**src/rtl/seg_pkg.sv**
```systemverilog
// Shared constants and FSM state type for the scanned seven-segment decoder.
// Segment patterns are active-low {g,f,e,d,c,b,a}.
package seg_pkg;

    localparam logic [6:0] SEG_DIGIT_0 = 7'h40;
    localparam logic [6:0] SEG_DIGIT_1 = 7'h79;
    localparam logic [6:0] SEG_DIGIT_2 = 7'h24;
    localparam logic [6:0] SEG_DIGIT_3 = 7'h30;
    localparam logic [6:0] SEG_DIGIT_4 = 7'h19;
    localparam logic [6:0] SEG_DIGIT_5 = 7'h12;
    localparam logic [6:0] SEG_DIGIT_6 = 7'h02;
    localparam logic [6:0] SEG_DIGIT_7 = 7'h78;
    localparam logic [6:0] SEG_DIGIT_8 = 7'h00;
    localparam logic [6:0] SEG_DIGIT_9 = 7'h10;
    localparam logic [6:0] SEG_BLANK   = 7'h7F;

    localparam logic [3:0] NIBBLE_INVALID = 4'hF;

    typedef enum logic [1:0] {
        IDLE,
        SETTLE,
        HELD
    } scan_state_t;

endpackage

```
**src/rtl/seg_pattern_decode.sv**
```systemverilog
// Combinational decode of one active-low segment pattern to a BCD value.
// A blank digit reports value 0 with the blank flag set.
module seg_pattern_decode
    import seg_pkg::*;
(
    input  logic [6:0] seg,
    output logic [3:0] value,
    output logic       blank,
    output logic       invalid
);

    always_comb begin
        value   = NIBBLE_INVALID;
        blank   = 1'b0;
        invalid = 1'b0;
        case (seg)
            SEG_DIGIT_0: value = 4'd0;
            SEG_DIGIT_1: value = 4'd1;
            SEG_DIGIT_2: value = 4'd2;
            SEG_DIGIT_3: value = 4'd3;
            SEG_DIGIT_4: value = 4'd4;
            SEG_DIGIT_5: value = 4'd5;
            SEG_DIGIT_6: value = 4'd6;
            SEG_DIGIT_7: value = 4'd7;
            SEG_DIGIT_8: value = 4'd8;
            SEG_DIGIT_9: value = 4'd9;
            SEG_BLANK: begin
                value = 4'd0;
                blank = 1'b1;
            end
            default: invalid = 1'b1;
        endcase
    end

endmodule

```
**src/rtl/seg_scan_decoder.sv**
```systemverilog
// Recovers the four displayed digits from a multiplexed seven-segment scan,
// capturing each digit once it has been stable and publishing whole frames.
module seg_scan_decoder
    import seg_pkg::*;
#(
    parameter int unsigned STABLE_CYCLES = 4
) (
    input  logic        clk,
    input  logic        reset_n,
    input  logic [6:0]  seg_in,
    input  logic [3:0]  an_in,
    output logic [15:0] digit_val,
    output logic [3:0]  digit_blank,
    output logic        frame_valid,
    output logic        frame_err
);

    localparam int unsigned CW = $clog2(STABLE_CYCLES + 1);
    localparam logic [CW-1:0] CNT_MAX = CW'(STABLE_CYCLES);
    localparam logic [CW-1:0] CNT_ONE = CW'(1);

    scan_state_t state, state_next;
    logic [10:0]   cand, cand_next;
    logic [CW-1:0] cnt, cnt_next;
    logic          capture;
    logic          start_new;

    logic [10:0] sample;
    logic        single;
    logic [1:0]  cap_idx;

    logic [3:0]  dec_value;
    logic        dec_blank;
    logic        dec_invalid;

    logic [15:0] shadow_val;
    logic [3:0]  shadow_blank;
    logic [3:0]  shadow_err;
    logic [3:0]  seen_mask;
    logic [3:0]  seen_next;
    logic [3:0]  err_next;
    logic        publish;

    assign sample  = {an_in, seg_in};
    assign single  = $onehot(~an_in);
    assign publish = (seen_mask == 4'hF);

    seg_pattern_decode u_decode (
        .seg     (seg_in),
        .value   (dec_value),
        .blank   (dec_blank),
        .invalid (dec_invalid)
    );

    always_comb begin
        cap_idx = 2'd0;
        for (int i = 0; i < 4; i++) begin
            if (!an_in[i]) cap_idx = 2'(i);
        end
    end

    // A new candidate either starts settling or, with a one-sample threshold, is captured at once.
    always_comb begin
        state_next = state;
        cand_next  = cand;
        cnt_next   = cnt;
        capture    = 1'b0;
        start_new  = 1'b0;
        case (state)
            IDLE: begin
                if (single) start_new = 1'b1;
                else        cnt_next  = '0;
            end
            SETTLE: begin
                if (!single) begin
                    state_next = IDLE;
                    cnt_next   = '0;
                end else if (sample == cand) begin
                    if (cnt + 1'b1 >= CNT_MAX) begin
                        cnt_next   = CNT_MAX;
                        capture    = 1'b1;
                        state_next = HELD;
                    end else begin
                        cnt_next = cnt + 1'b1;
                    end
                end else begin
                    start_new = 1'b1;
                end
            end
            HELD: begin
                if (!single) begin
                    state_next = IDLE;
                    cnt_next   = '0;
                end else if (sample != cand) begin
                    start_new = 1'b1;
                end
            end
            default: begin
                state_next = IDLE;
                cnt_next   = '0;
            end
        endcase
        if (start_new) begin
            cand_next = sample;
            if (CNT_MAX == CNT_ONE) begin
                cnt_next   = CNT_MAX;
                capture    = 1'b1;
                state_next = HELD;
            end else begin
                cnt_next   = CNT_ONE;
                state_next = SETTLE;
            end
        end
    end

    // Publishing clears the mask first so a same-cycle capture starts the next frame.
    always_comb begin
        seen_next = publish ? 4'h0 : seen_mask;
        err_next  = publish ? 4'h0 : shadow_err;
        if (capture) begin
            seen_next[cap_idx] = 1'b1;
            err_next[cap_idx]  = dec_invalid;
        end
    end

    always_ff @(posedge clk) begin
        if (!reset_n) begin
            state        <= IDLE;
            cand         <= '0;
            cnt          <= '0;
            shadow_val   <= '0;
            shadow_blank <= '0;
            shadow_err   <= '0;
            seen_mask    <= '0;
            digit_val    <= 16'h0000;
            digit_blank  <= 4'hF;
            frame_valid  <= 1'b0;
            frame_err    <= 1'b0;
        end else begin
            state       <= state_next;
            cand        <= cand_next;
            cnt         <= cnt_next;
            seen_mask   <= seen_next;
            shadow_err  <= err_next;
            frame_valid <= publish;
            frame_err   <= publish && (|shadow_err);
            if (capture) begin
                shadow_val[cap_idx*4 +: 4] <= dec_value;
                shadow_blank[cap_idx]      <= dec_blank;
            end
            if (publish) begin
                digit_val   <= shadow_val;
                digit_blank <= shadow_blank;
            end
        end
    end

endmodule

```
**config.mk**
```make
export PLATFORM = sky130hd
export DESIGN_NAME = seg_scan_decoder
export DESIGN_NICKNAME = d
export VERILOG_FILES = /design/src/rtl/seg_pkg.sv /design/src/rtl/seg_pattern_decode.sv /design/src/rtl/seg_scan_decoder.sv
export SDC_FILE = /design/constraint.sdc
export NUM_CORES = 1
export LEC_CHECK = 0
export CAP_MARGIN = 20
export CORE_ASPECT_RATIO = 2
export CORE_MARGIN = 2
export CORE_UTILIZATION = 56
export DETAILED_ROUTE_END_ITERATION = 16
export PLACE_DENSITY_LB_ADDON = 0.2
export SLEW_MARGIN = 15
export SYNTH_ARGS = -nofsm -noshare
export SYNTH_HDL_FRONTEND = slang
export SYNTH_SLANG_ARGS = --single-unit
```
**constraint.sdc**
```tcl
create_clock -name clk -period 3.5 [get_ports clk]
set_input_delay 0.7 -clock clk [delete_from_list [all_inputs] [get_ports clk]]
set_output_delay 0.7 -clock clk [all_outputs]
set_load 0.01 [all_outputs]
```
==> run_results.csv, run 1 <==
group,metric,value,unit
clock_tree,htree_levels,3,
timing,fin_worst_skew,4.167,ps
route,ant_nets,0,
setup_path,crit_chain,"clkdlybuf4s50_1, fa_1, inv_1, ha_1, ha_1, and4bb_2, and2_1, and4_1, a21oi_1, a22o_2",
setup_path,crit_type,"primary input to flop",
clock_tree,clk_path_buf_depth,2,
power,finalPower,2.089,mW
setup_path,path_max_fanout,7,
timing,fmax,0.3067,GHz
route,viasPerCell,6.110,
global_route,grt_antenna_before_repair,0,
route,num_vias,2945,
finish,fin_util,70.41,%
finish,multi_input_area,0.001763,mm^2
synthesis,yosysTopAreaCell,"dfxtp_1",
synthesis,ys.warnings.count,0,
power,leakagePower,1.455,nW
synthesis,synthTopCellsByArea,"dfxtp_1 (40%), a21oi_1 (7.0%), nand2_1 (6.3%)",
finish,n_fill_cell,488,
synthesis,synth_cell_type_count,54,
setup_path,path_common_cell,"ha_1",
route,routed_wl,7840,um
worst_hold_path,worstHoldPathType,"flop to flop",
synthesis,synth_top_area_share,40.26,%
power,irDropWorstVdd,0.0005642,V
clock_tree,clk_latency,330,ps
finish,layout-drive-gt1-share,9.501,%
synthesis,synth_edf_count,0,
die,fp.coreArea,0.005709,mm^2
timing,holdWs,450.5,ps
synthesis,synthesis.instances,384,
clock_tree,cts.clk_slew.worst_paths,50,ps
die,rows,39,
placement,placed_area,0.003666,mm^2
timing,rsz0062_at_grt,"false",
timing,setup_violations,0,
placement,place_ws,-87.06,ps
timing,post-route-period-util,93.16,%
timing,slew_headroom,49.75,%
die,ios,35,
clock_tree,root_buffer,"clkbuf_16",
timing,hold_violations,0,
finish,final_cells,482,
finish,areaGrowthSynthToFinish,22.49,%
synthesis,syn_area,0.003282,mm^2
route,drc,0,
synthesis,syn_nets,413,
finish,seq_area,0.001321,mm^2
power,p_per_area,519.5,mW/mm^2
global_route,grt_pass1_vias,2917,
synthesis,avgSynthCellArea,8.547,um^2
die,die_area,0.006526,mm^2
setup_path,cp_data_required_time,3720,ps
die,start_util,57.48,%
timing,final-max-slew-violation-count,0,
timing,setup_tns,0,ps
setup_path,slowest_delay,540,ps
synthesis,ys.flop_type,"dfxtp_1",
job,maxCapViolations,0,
setup_path,endpoint_kind,"flop",
placement,portBuffers,34,
placement,gp_congestion,0.8794,
status,status,"complete, no violations",
global_route,grt-ovfl-total,0,
global_route,grt_pass1_wl,12940,um
route,drt_iter0_markers,117,
synthesis,ys_async_sr_fraction,0,%
clock_tree,cts_resized,0,
die,die_height,112.3,um
setup_path,critPathArrivalTime,3480,ps
clock_tree,tritoncts,"done",
finish,antenna_cells,0,
timing,fin_ws,239.3,ps
route,wl_per_cell,16.27,um
synthesis,ys_ff_latch,66,
placement,dp_hpwl,5650,um
placement,place_inst,466,
synthesis,ys_seq_area_share,40.26,%
finish,stdcell_area,0.004020,mm^2
clock_tree,cts_made_buffers,9,
timing,max_slew.worst_pin.slew,753.7,ps
route,firstDrtPassIters,4,
global_route,track_usage,25.68,%
clock_tree,post_cts_buffers,0,
clock_tree,cts_sinks,66,
global_route,grt_max_degree,32,
setup_path,worstSetupStartpointType,"primary input",
finish,nets,445,
clock_tree,cts_hold_buf,0,
timing,timing.final.crit_period,3261,ps
setup_path,cp_slowest_cell,"fa_1",
setup_path,r2r_slack,1330,ps
die,die_w,58.13,um
==> synth_stat cells (2+ instances only) <==
| master | number |
|---|---|
| nand3_1 | 19 |
| clkbuf_1 | 19 |
| nor4_2 | 2 |
| buf_4 | 4 |
| and2_1 | 2 |
| ha_1 | 15 |
| xor2_1 | 2 |
| nand4_1 | 6 |
| a22oi_1 | 4 |
| a31oi_1 | 5 |
| o21ai_0 | 23 |
| nor3_1 | 9 |
| dfxtp_1 | 66 |
| o211ai_1 | 13 |
| nor2_1 | 10 |
| and3_1 | 2 |
| nor4_1 | 2 |
| a32o_1 | 3 |
| or3_1 | 2 |
| nor3b_1 | 3 |
| inv_1 | 14 |
| o2bb2ai_1 | 9 |
| and4_1 | 5 |
| xnor2_1 | 11 |
| a21oi_1 | 46 |
| buf_6 | 3 |
| a22o_1 | 4 |
| nand2_1 | 55 |
==> logic make-up after synthesis <==
| kind of cell | count (synthesis) | synth area share, % |
|---|---|---|
| AND/OR/NAND/NOR | 128 | 20.89 |
| AO/OA/AOI/OAI | 119 | 23.03 |
| flip-flops | 66 | 40.26 |
| buffers and inverters | 42 | 6.023 |
| adder cells (fa/ha/maj) | 16 | 6.329 |
| XOR/XNOR | 13 | 3.469 |
==> registers in the layout, summed over array words and instances, names as in the netlist <==
name	count
cand	11
cnt	3
digit_blank	4
digit_val	16
frame_err	1
frame_valid	1
seen_mask	4
shadow_blank	4
shadow_err	4
shadow_val	16
state	2
==> path summary, 6_finish.rpt <==
kind | cells past startpoint | endpoint | start
setup / recovery | 10 | shadow_val[9]$_SDFFE_PN0P_ | an_in[0]
hold / removal | 2 | digit_val[4]$_SDFFE_PN0P_ | digit_val[4]$_SDFFE_PN0P_
setup reg to reg | 6 | shadow_val[9]$_SDFFE_PN0P_ | cnt[0]$_SDFFE_PN0P_
hold reg to reg | 2 | digit_val[4]$_SDFFE_PN0P_ | digit_val[4]$_SDFFE_PN0P_
==> cell type report <==
type	count	share of cell area, %
flip-flops and latches	66	32.87
repair buffers	49	11.27
multi-input cells	276	43.85
clock inverters	4	2.428
well taps	61	1.899
clock buffers	12	6.380
inverters	14	1.307
==> critical path: cells and delay by family <==
kind            cells  cell delay, ps
compound gates      2             470
simple gates        3             810
buf+inv             2             500
fa+ha+maj           3            1010
==> routing by layer <==
metal | share of wire [%] | global-route usage, % | routed length (um)
met1 | 37 | 24.74 | 2894
met2 | 56 | 46.67 | 4391
met3 | 3.2 | 5.876 | 253
met4 | 3.8 | 16.12 | 301
met5 | 0 | 0 | 0
==> placed cells by master, fill, tap and decap left out, types with 3 or more instances in the layout <==
cell type         n
dfxtp_1          66
nand2_1          55
a21oi_1          46
clkdlybuf4s50_1  34
o21ai_0          23
nand3_1          19
ha_1             15
buf_4            15
inv_1            14
o211ai_1         13
xnor2_1          11
nor2_1           10
nor3_1            9
o2bb2ai_1         9
clkbuf_16         9
nand4_1           6
and4_1            5
a31oi_1           5
a22oi_1           4
a22o_1            4
nor3b_1           3
a32o_1            3
bufinv_16         3
==> power breakdown <==
part / internal, mW / switching (mW) / total, mW
clock: 0.734 / 0.319 / 1.05
sequential: 0.770 / 0.0138 / 0.784
combinational: 0.0936 / 0.158 / 0.252
Power figures use the tool's default switching activity.
==> run 2: changes to the inputs <==
- TNS_END_PERCENT: default -> 100
==> results of run 2 <==
No change in the layout: final DEF, timing and power equal those of run 1.
